[src/rtl/mips_pkg.sv]
// mips_pkg: shared definitions for the memory arbiter slice.
//   arb_state_t : arbiter FSM states (IDLE, BUSY_I, BUSY_D)
//   ARB_CNT_W   : width of the fetch starvation counter
//   WORD_W      : data/address word width
package mips_pkg;

    localparam int ARB_CNT_W = 4;
    localparam int WORD_W    = 32;

    typedef enum logic [1:0] {
        IDLE   = 2'd0,
        BUSY_I = 2'd1,
        BUSY_D = 2'd2
    } arb_state_t;

endpackage

[src/rtl/arb_starve_ctr.sv]
// arb_starve_ctr: saturating counter of consecutive data grants made while
// fetch was waiting.
//   clk    in  : clock
//   rst_n  in  : asynchronous active-low reset (counter to 0)
//   inc    in  : count one data grant that bypassed a waiting fetch
//   clr    in  : clear (has priority over inc)
//   at_max out : counter equals FETCH_STARVE_MAX
module arb_starve_ctr
    import mips_pkg::*;
#(
    parameter int FETCH_STARVE_MAX = 2
) (
    input  logic clk,
    input  logic rst_n,
    input  logic inc,
    input  logic clr,
    output logic at_max
);

    localparam logic [ARB_CNT_W-1:0] CNT_MAX = ARB_CNT_W'(FETCH_STARVE_MAX);

    logic [ARB_CNT_W-1:0] cnt_q;
    logic [ARB_CNT_W-1:0] cnt_d;

    always_comb begin
        cnt_d = cnt_q;
        if (clr) begin
            cnt_d = '0;
        end else if (inc && (cnt_q != '1)) begin
            // Saturate rather than wrap so a long data burst never
            // makes fetch look un-starved again.
            cnt_d = cnt_q + 1'b1;
        end
    end

    always_ff @(posedge clk or negedge rst_n) begin
        if (!rst_n) begin
            cnt_q <= '0;
        end else begin
            cnt_q <= cnt_d;
        end
    end

    assign at_max = (cnt_q == CNT_MAX);

endmodule

[src/rtl/mem_arbiter.sv]
// mem_arbiter: shares one single-port, variable-latency memory between the
// fetch stage (reads) and the memory stage (loads/stores). Data accesses win
// ties unless fetch has been passed over FETCH_STARVE_MAX times in a row.
//   clk, rst_n                         : clock, async active-low reset
//   i_req/i_addr -> i_rdata/i_ack      : fetch port (level request)
//   d_req/d_we/d_addr/d_wdata
//                -> d_rdata/d_ack      : data port (level request)
//   mem_req/mem_we/mem_addr/mem_wdata  : registered memory request
//   mem_ready/mem_rdata                : memory completion and read data
//   stall_f, stall_m                   : pipeline hold for each requester
module mem_arbiter
    import mips_pkg::*;
#(
    parameter int FETCH_STARVE_MAX = 2
) (
    input  logic              clk,
    input  logic              rst_n,
    input  logic              i_req,
    input  logic [WORD_W-1:0] i_addr,
    output logic [WORD_W-1:0] i_rdata,
    output logic              i_ack,
    input  logic              d_req,
    input  logic              d_we,
    input  logic [WORD_W-1:0] d_addr,
    input  logic [WORD_W-1:0] d_wdata,
    output logic [WORD_W-1:0] d_rdata,
    output logic              d_ack,
    output logic              mem_req,
    output logic              mem_we,
    output logic [WORD_W-1:0] mem_addr,
    output logic [WORD_W-1:0] mem_wdata,
    input  logic              mem_ready,
    input  logic [WORD_W-1:0] mem_rdata,
    output logic              stall_f,
    output logic              stall_m
);

    arb_state_t        state_q, state_d;
    logic              mem_req_q, mem_req_d;
    logic              mem_we_q, mem_we_d;
    logic [WORD_W-1:0] mem_addr_q, mem_addr_d;
    logic [WORD_W-1:0] mem_wdata_q, mem_wdata_d;

    logic grant_i;
    logic grant_d;
    logic starve_inc;
    logic starve_clr;
    logic fetch_starved;

    arb_starve_ctr #(
        .FETCH_STARVE_MAX(FETCH_STARVE_MAX)
    ) u_starve_ctr (
        .clk    (clk),
        .rst_n  (rst_n),
        .inc    (starve_inc),
        .clr    (starve_clr),
        .at_max (fetch_starved)
    );

    // Grant decision and next-state. Requests only ever feed the _d side,
    // so there is no combinational path from i_req/d_req to mem_*.
    always_comb begin
        state_d     = state_q;
        mem_req_d   = mem_req_q;
        mem_we_d    = mem_we_q;
        mem_addr_d  = mem_addr_q;
        mem_wdata_d = mem_wdata_q;
        grant_i     = 1'b0;
        grant_d     = 1'b0;

        case (state_q)
            IDLE: begin
                if (d_req && !(i_req && fetch_starved)) begin
                    grant_d = 1'b1;
                end else if (i_req) begin
                    grant_i = 1'b1;
                end
            end
            BUSY_I, BUSY_D: begin
                // The access completes even if the requester has dropped
                // its request; the result is simply not consumed.
                if (mem_ready) begin
                    state_d   = IDLE;
                    mem_req_d = 1'b0;
                end
            end
            default: begin
                state_d   = IDLE;
                mem_req_d = 1'b0;
            end
        endcase

        if (grant_d) begin
            state_d     = BUSY_D;
            mem_req_d   = 1'b1;
            mem_we_d    = d_we;
            mem_addr_d  = d_addr;
            mem_wdata_d = d_wdata;
        end else if (grant_i) begin
            state_d     = BUSY_I;
            mem_req_d   = 1'b1;
            mem_we_d    = 1'b0;
            mem_addr_d  = i_addr;
            mem_wdata_d = '0;
        end
    end

    // A data grant only counts against fetch if fetch was actually waiting.
    assign starve_inc = grant_d & i_req;
    assign starve_clr = grant_i | ((state_q == IDLE) & ~i_req);

    always_ff @(posedge clk or negedge rst_n) begin
        if (!rst_n) begin
            state_q     <= IDLE;
            mem_req_q   <= 1'b0;
            mem_we_q    <= 1'b0;
            mem_addr_q  <= '0;
            mem_wdata_q <= '0;
        end else begin
            state_q     <= state_d;
            mem_req_q   <= mem_req_d;
            mem_we_q    <= mem_we_d;
            mem_addr_q  <= mem_addr_d;
            mem_wdata_q <= mem_wdata_d;
        end
    end

    assign mem_req   = mem_req_q;
    assign mem_we    = mem_we_q;
    assign mem_addr  = mem_addr_q;
    assign mem_wdata = mem_wdata_q;

    // Acks are decoded from the registered state, so an asynchronous reset
    // kills them immediately along with mem_req.
    assign i_ack   = (state_q == BUSY_I) & mem_ready;
    assign d_ack   = (state_q == BUSY_D) & mem_ready;
    assign i_rdata = mem_rdata;
    assign d_rdata = mem_rdata;

    assign stall_f = i_req & ~i_ack;
    assign stall_m = d_req & ~d_ack;

endmodule

[config.mk]
export PLATFORM = sky130hd
export DESIGN_NAME = mem_arbiter
export DESIGN_NICKNAME = d
export VERILOG_FILES = /design/src/rtl/mips_pkg.sv /design/src/rtl/arb_starve_ctr.sv /design/src/rtl/mem_arbiter.sv
export SDC_FILE = /design/constraint.sdc
export NUM_CORES = 1
export LEC_CHECK = 0
export ABC_CLOCK_PERIOD_IN_PS = 1800
export CAP_MARGIN = 20
export CORE_MARGIN = 1
export CORE_UTILIZATION = 30
export CTS_BUF_LIST = sky130_fd_sc_hd__clkbuf_2
export DETAILED_ROUTE_END_ITERATION = 7
export PLACE_DENSITY = 0.76
export RECOVER_POWER = 50
export SYNTH_ARGS = -nofsm -noshare
export SYNTH_HDL_FRONTEND = slang
export SYNTH_SLANG_ARGS = --single-unit
[constraint.sdc]
create_clock -name clk -period 1.8 [get_ports clk]
set_clock_uncertainty 0.15 [all_clocks]
set_input_delay 0.27 -clock clk [delete_from_list [all_inputs] [get_ports clk]]
set_output_delay 0.27 -clock clk [all_outputs]
set_load 0.01 [all_outputs]
==> results of run 1 <==
## through the flow
| step | util (%) | cells | hold slack (ps) | cell area (um2) |
|---|---|---|---|---|
| floorplan | - | 327 | -176 | 3480 |
| global placement | 45.0 | 574 | 73.5 | 4980 |
| detailed placement | 45.0 | 574 | 82.9 | 4980 |
| CTS | 46.6 | 602 | 42.9 | 5160 |
| global route | 47.1 | 605 | 116 | 5210 |
| finish | 47.1 | 605 | 211 | 5210 |
## routing by layer
metal	GRT usage, %	vias to the layer above	wire [um]
met4	7.52	0	216
met2	27.8	98	4960
met3	4.21	32	582
met1	15.2	1343	3330
li1	-	1334	-
met5	0	-	0
## synth_stat cells (all sizes together) (2+ instances only)
cell type,count
a21oi,2
a22o,33
a22oi,32
and2,3
buf,76
clkbuf,6
dfrtp,72
ha,5
inv,7
nand2,64
nand3,5
nor2,3
o21ai,4
o21bai,2
o31ai,2
## critical path, cell delays in order, from the launching register on
cell and delay [ps]:
dfrtp_1 430, buf_6 130, ha_4 140, and2_4 150
nor2_2 70, buf_2 130
## state kept, by name, summed over array words and instances, names as in the netlist
| name | flops |
|---|---|
| mem_req | 1 |
| state_q | 2 |
| u_starve_ctr.cnt_q | 4 |
| mem_wdata | 32 |
| mem_we | 1 |
| mem_addr | 32 |
## worst max-delay path by stage
stage,start,end,slack (ps),cells after the start
6_report,state_q[1]$_DFFE_PN0P_,stall_m,-160,5
5_1_grt,state_q[1]$_DFFE_PN0P_,stall_m,-310,5
4_1_cts,state_q[1]$_DFFE_PN0P_,stall_m,-250,5
3_5_place_dp,i_req,stall_f,-190,4
3_3_place_gp,i_req,stall_f,-200,4
2_1_floorplan,u_starve_ctr.cnt_q[0]$_DFFE_PN0P_,mem_addr[10]$_DFFE_PN0P_,90,8
## kinds of logic (layout without fill, tap and decap cells)
| logic type | after synthesis | after routing | synth area share [%] |
|---|---|---|---|
| simple gates | 83 | 83 | 10.8 |
| fa+ha+maj | 5 | 5 | 1.80 |
| other cells | 0 | 1 | 0 |
| compound gates | 78 | 78 | 17.6 |
| buf+inv | 89 | 226 | 18.0 |
| flops | 72 | 72 | 51.8 |
## timing repair
| action | 4_1_cts | 5_1_grt |
|---|---|---|
| hold endpoints to repair | 72 | 0 |
| gates resized for setup | 91 | 9 |
| hold buffers | 1 | 0 |
| pin swaps | 1 | 3 |
| endpoints found under the setup margin | 79 | 45 |
| buffers inserted | 11 | 2 |
## final cells by class
type,instances,area (um2)
clock inverters,6,115
inverters,7,26.3
well taps,140,175
flip-flops and latches,72,1800
fillers,1039,5870
diodes,1,2.50
clock buffers,10,50.0
multi-input cells,166,1130
repair buffers,203,1910
## power by group through the flow
stage               clock, mW  sequential, mW  combinational (mW)
floorplan                   0            3.15                1.71
global placement            0            2.80                4.18
detailed placement          0            2.84                4.27
CTS                      1.27            2.76                3.98
global route             1.36            2.87                4.38
finish                   1.22            2.77                4.00
==> impl_results.md, run 1 <==
- Status: complete, but fails checks
- Violated checks: setup timing
- Initial antenna violation count: 1
- Starting DRT DRC Count: between 80 and 90
- Final ANT Viol Nets: 0
- CTS root buffer: clkbuf_2
- Max-cap violations: 0
- R2r worst-path depth: 6
- RSZ-0062 raised after global routing: yes
- Tot Pwr: 7.98 mW
- Worst slew pin tran: approximately 720 ps
- Sw Share: between 30% and 40%
- RR Endpoint: mem_addr[4]$_DFFE_PN0P_
- GRT Total Usage: roughly 15%
- Max Fclk: 0.510 GHz
- I/O Buffers: ~170
- Seq/Total Area, Yosys: between 50% and 60%
- Nets: roughly 600
- Reg2reg start: u_starve_ctr.cnt_q[1]$_DFFE_PN0P_
- Final min period: 1960 ps
- # DRC: 0
- H-tree depth: 3
- Max_slew headroom: between 50% and 60%
- Setup tns final: -455 ps
- Commonest non-fill, non-tap cells in the layout: clkdlybuf4s50_1 (100), dfrtp_1 (72), dlygate4sd2_1 (66), nand2_1 (64), a22o_1 (33)
- Worst EP arrival: around 1500 ps
- DR vias/cell: about 4.6
- Global route overflow: 0
- EDFF count, synth: 0
- Total core area: around 11000 um2
- Final worst-path cycle share: 109%
- Synth unique cells: 29
- Clock sinks: 72
- Drt wl/cell: ~15 um
- I/O Pins: roughly 270
- Vias in the first global route: roughly 2.9k
- Final Hold Fails: 0
- Max IR drop VDD: about 0.00074 V
- Clock power share: roughly 15%
- Clock Latency Late Sink: around 480 ps
- Pins Over Slew Limit: 0
- Required time worst endpoint: roughly 1400 ps
- Row count: 38
- YS warnings: 0
- Critical path launch point type: register
- Vias: ~2.8k
- Synth async-reset ratio: between 90% and 100%
- CP max FO: 2
- Routed WL: 9090 um
- Die height: 110 um
- Post-Syn Instances: between 300 and 400
- Initial core utilization: about a third
- Synth Flop Type: dfrtp_1
- Detailed Place HPWL: approximately 6700 um
- DR pass1 iterations: 4
- Die area: about 12000 um2
- CTS tree: yes
- Area leader, netlist: dfrtp_1
- Pwr Density: 1530 nW/um2
- Commonest non-fill, non-tap cell in the layout: clkdlybuf4s50_1
- Largest net degree at the start of global routing: between 40 and 50
- GPL Wtd Cong: 0.759
- Crit end category: output port
- Pre-CTS setup slack: -192 ps
- CTS max path bufs: 2
- Sequential share of power: 34.7%
- Synth top area share: 51.8%
- Comb power frac: roughly half
- First-pass GRT wire length: roughly 14000 um
- Net load switching power: between 2 and 3 mW
- Share of layout cells above drive strength 1: between 10 and 15%
- FF+latch count, synth: 72
- Final worst setup slack: -159 ps
- Layout overhead on the synthesized area: 50.0%
- Crit Path Category: register to output port
- Post-Syn Area: around 3500 um2
- R2R setup slack: about 50 ps
- Syn nets: between 400 and 500
- CTS Buf Count: 9
- Leakage: ~2.5 nW
- Final setup fails: 4
- Total internal power: about 5.1 mW
- Synth area leaders: dfrtp_1 (52%), buf_4 (14%), a22o_1 (8.3%), a22oi_1 (6.9%), nand2_1 (6.9%)
- Worst-path clk slew: ~210 ps
- Synth Area per Inst: between 10 and 15 um2
- Chip width: approximately 110 um
- Hold Path Class: input pin to async pin
(Power assumes the default switching activity.)
==> run 2, diff against run 1 <==
- CORE_UTILIZATION: 30 -> 31
- PLACE_DENSITY: 0.76 -> unset
- PLACE_DENSITY_LB_ADDON: unset -> 0.08
==> run 2 against run 1 <==
  * The flow still finishes with violations (setup timing)
  * Total power is 8.5% higher
  * Combinational power increased by 18%
  * Global-route usage rose by 0.62 points
  * Sequential power about the same
  * Critical path depth unchanged
  * Maximum frequency grew 1.5%
  * Clock-buffer cell count shrank 1
  * Cell count increased by 2.3%
==> impl_results.md, run 2 (synthesized netlist as in run 1, its figures left out) <==
- Status: complete, but fails checks (unchanged)
- Violated checks: setup timing (unchanged)
- Pwr Density: 1540 nW/um2 (was 1530 nW/um2)
- Vias: 2915 (was 2807)
- Setup tns final: -539 ps (was -455 ps)
- Max Fclk: 0.518 GHz (was 0.510 GHz)
- Required time worst endpoint: 1380 ps (about the same)
- Final core utilization: 51.5% (was 47.1%)
- Final ANT Viol Nets: 0 (unchanged)
- Hold Path Class: input pin to register (was input pin to async pin)
- RSZ-0062 raised after global routing: yes (unchanged)
- FILL cells: 1036 (was 1039)
- First-pass GRT wire length: 13800 um (was 13700 um)
- DR vias/cell: 4.71 (was 4.64)
- H-tree depth: 3 (unchanged)
- Die height: 108 um (was 110 um)
- Drt wl/cell: 16.4 um (was 15.0 um)
- CTS root buffer: clkbuf_2 (unchanged)
- Slowest Stage Delay on Critical Path: 440 ps (was 430 ps)
- Tot Pwr: 8.66 mW (was 7.98 mW)
- Layout overhead on the synthesized area: 61.3% (was 50.0%)
- Clock Latency Late Sink: 500 ps (was 480 ps)
- Vias in the first global route: 2781 (was 2945)
- Commonest non-fill, non-tap cell in the layout: clkdlybuf4s50_1 (unchanged)
- Leakage: 2.67 nW (was 2.54 nW)
- Worst-path clk slew: 210 ps (about the same)
- Pins Over Slew Limit: 0 (unchanged)
- Share of layout cells above drive strength 1: 23.6% (was 14.7%)
- Final min period: 1930 ps (was 1960 ps)
- Commonest non-fill, non-tap cells in the layout: clkdlybuf4s50_1 (100), dfrtp_1 (72), dlygate4sd2_1 (66), nand2_1 (64), a22o_1 (33) (unchanged)
- Final setup fails: 16 (was 4)
- GRT Total Usage: 15.6% (was 14.9%)
- Register area: 1800 um2 (unchanged)
- Initial core utilization: 31.9% (was 31.4%)
- Slowest CP cell: dfrtp_1 (unchanged)
- Row count: 38 (unchanged)
- CTS Buf Count: 9 (unchanged)
- Area of the multi-input gates: 1290 um2 (was 1130 um2)
- Clock sinks: 72 (unchanged)
- CTS tree: yes (unchanged)
- Ant diodes: 0 (was 1)
- CTS max path bufs: 2 (unchanged)
- Total core area: 10900 um2 (was 11100 um2)
- Starting DRT DRC Count: 114 (was 85)
- Chip width: 108 um (was 110 um)
- Worst slew pin tran: 860 ps (was 722 ps)
- Max_slew headroom: 42.6% (was 51.9%)
- Global route overflow: 0 (unchanged)
- CP max FO: 2 (unchanged)
- Crit end category: output port (unchanged)
- GPL Wtd Cong: 0.734 (was 0.759)
- Routed WL: 10200 um (was 9090 um)
- Initial antenna violation count: 0 (was 1)
- Max IR drop VDD: 0.000680 V (was 0.000742 V)
- Worst EP arrival: 1510 ps (was 1540 ps)
- Crit Path Category: register to output port (unchanged)
- Final worst setup slack: -130 ps (was -159 ps)
- Die area: 11600 um2 (was 12000 um2)
- I/O Pins: 268 (unchanged)
- # DRC: 0 (unchanged)
- Nets: 614 (was 598)
- Detailed Place HPWL: 6400 um (was 6730 um)
- Max-cap violations: 0 (unchanged)
- Final worst-path cycle share: 107% (was 109%)
- Largest net degree at the start of global routing: 44 (was 45)
- DR pass1 iterations: 4 (unchanged)
- Final Hold Fails: 0 (unchanged)
- Critical path launch point type: register (unchanged)
- Critical path, cell by cell: buf_6, ha_4, and2_4, nor2_2, buf_2 (unchanged)
- I/O Buffers: 171 (unchanged)
-- run 2: critical path, delay by kind of cell, from the launching register on --
kind / cells / cell delay (ps)
DFF: 1 / 440
buffers and inverters: 2 / 250
and+or+nand+nor: 2 / 190
adders and majority gates: 1 / 140
-- run 2: worst paths after layout --
path	from	endpoint	slack [ps]	depth (start not counted)
worst max register to register	state_q[1]$_DFFE_PN0P_	mem_addr[31]$_DFFE_PN0P_	-20	8
worst max-delay path	state_q[0]$_DFFE_PN0P_	stall_f	-130	5
max in group asynchronous	rst_n	mem_wdata[12]$_DFFE_PN0P_	260	3
min in group asynchronous	rst_n	mem_wdata[0]$_DFFE_PN0P_	220	2
worst min-delay path	i_addr[9]	mem_addr[9]$_DFFE_PN0P_	190	3
worst min register to register	mem_addr[1]$_DFFE_PN0P_	mem_addr[1]$_DFFE_PN0P_	340	2
-- run 2: timing repair --
| item | 4_1_cts | 5_1_grt |
|---|---|---|
| setup buffers | 10 | 3 |
| hold buffers | 1 | 0 |
| hold endpoints to repair | 72 | 0 |
| cloned | 0 | 9 |
| pin swaps | 3 | 78 |
| resized for setup | 90 | 47 |
| endpoints found under the setup margin | 101 | 53 |
-- run 2: metal layers --
metal	vias to the layer above	track usage [%]	share of wire, %
li1	1373	-	-
met1	1393	18.8	41
met2	125	25.6	49
met3	24	4.90	8.2
met4	0	6.16	1.6
met5	-	0	0
-- run 2: cell type report --
type / instances / area share [%]
multi-input cells: 167 / 23.0
inverters: 7 / 0.469
flip-flops and latches: 72 / 32.1
clock buffers: 9 / 0.803
clock inverters: 6 / 1.92
well taps: 140 / 3.12
repair buffers: 218 / 38.5
-- run 2: stage by stage --
step / area [um2] / worst slack (ps) / hold WS (ps) / cells
6_report: 5610 / -130 / 193 / 619
5_1_grt: 5610 / -235 / 141 / 619
4_1_cts: 5210 / -204 / 30.3 / 607
3_5_place_dp: 5050 / -199 / 107 / 581
3_3_place_gp: 5050 / -182 / 103 / 581
2_1_floorplan: 3480 / 91.3 / -176 / 327
-- run 2: report_power, final --
group | internal (mW) | switching (mW)
registers | 2.38 | 0.377
clock network | 0.590 | 0.603
logic | 2.53 | 2.19
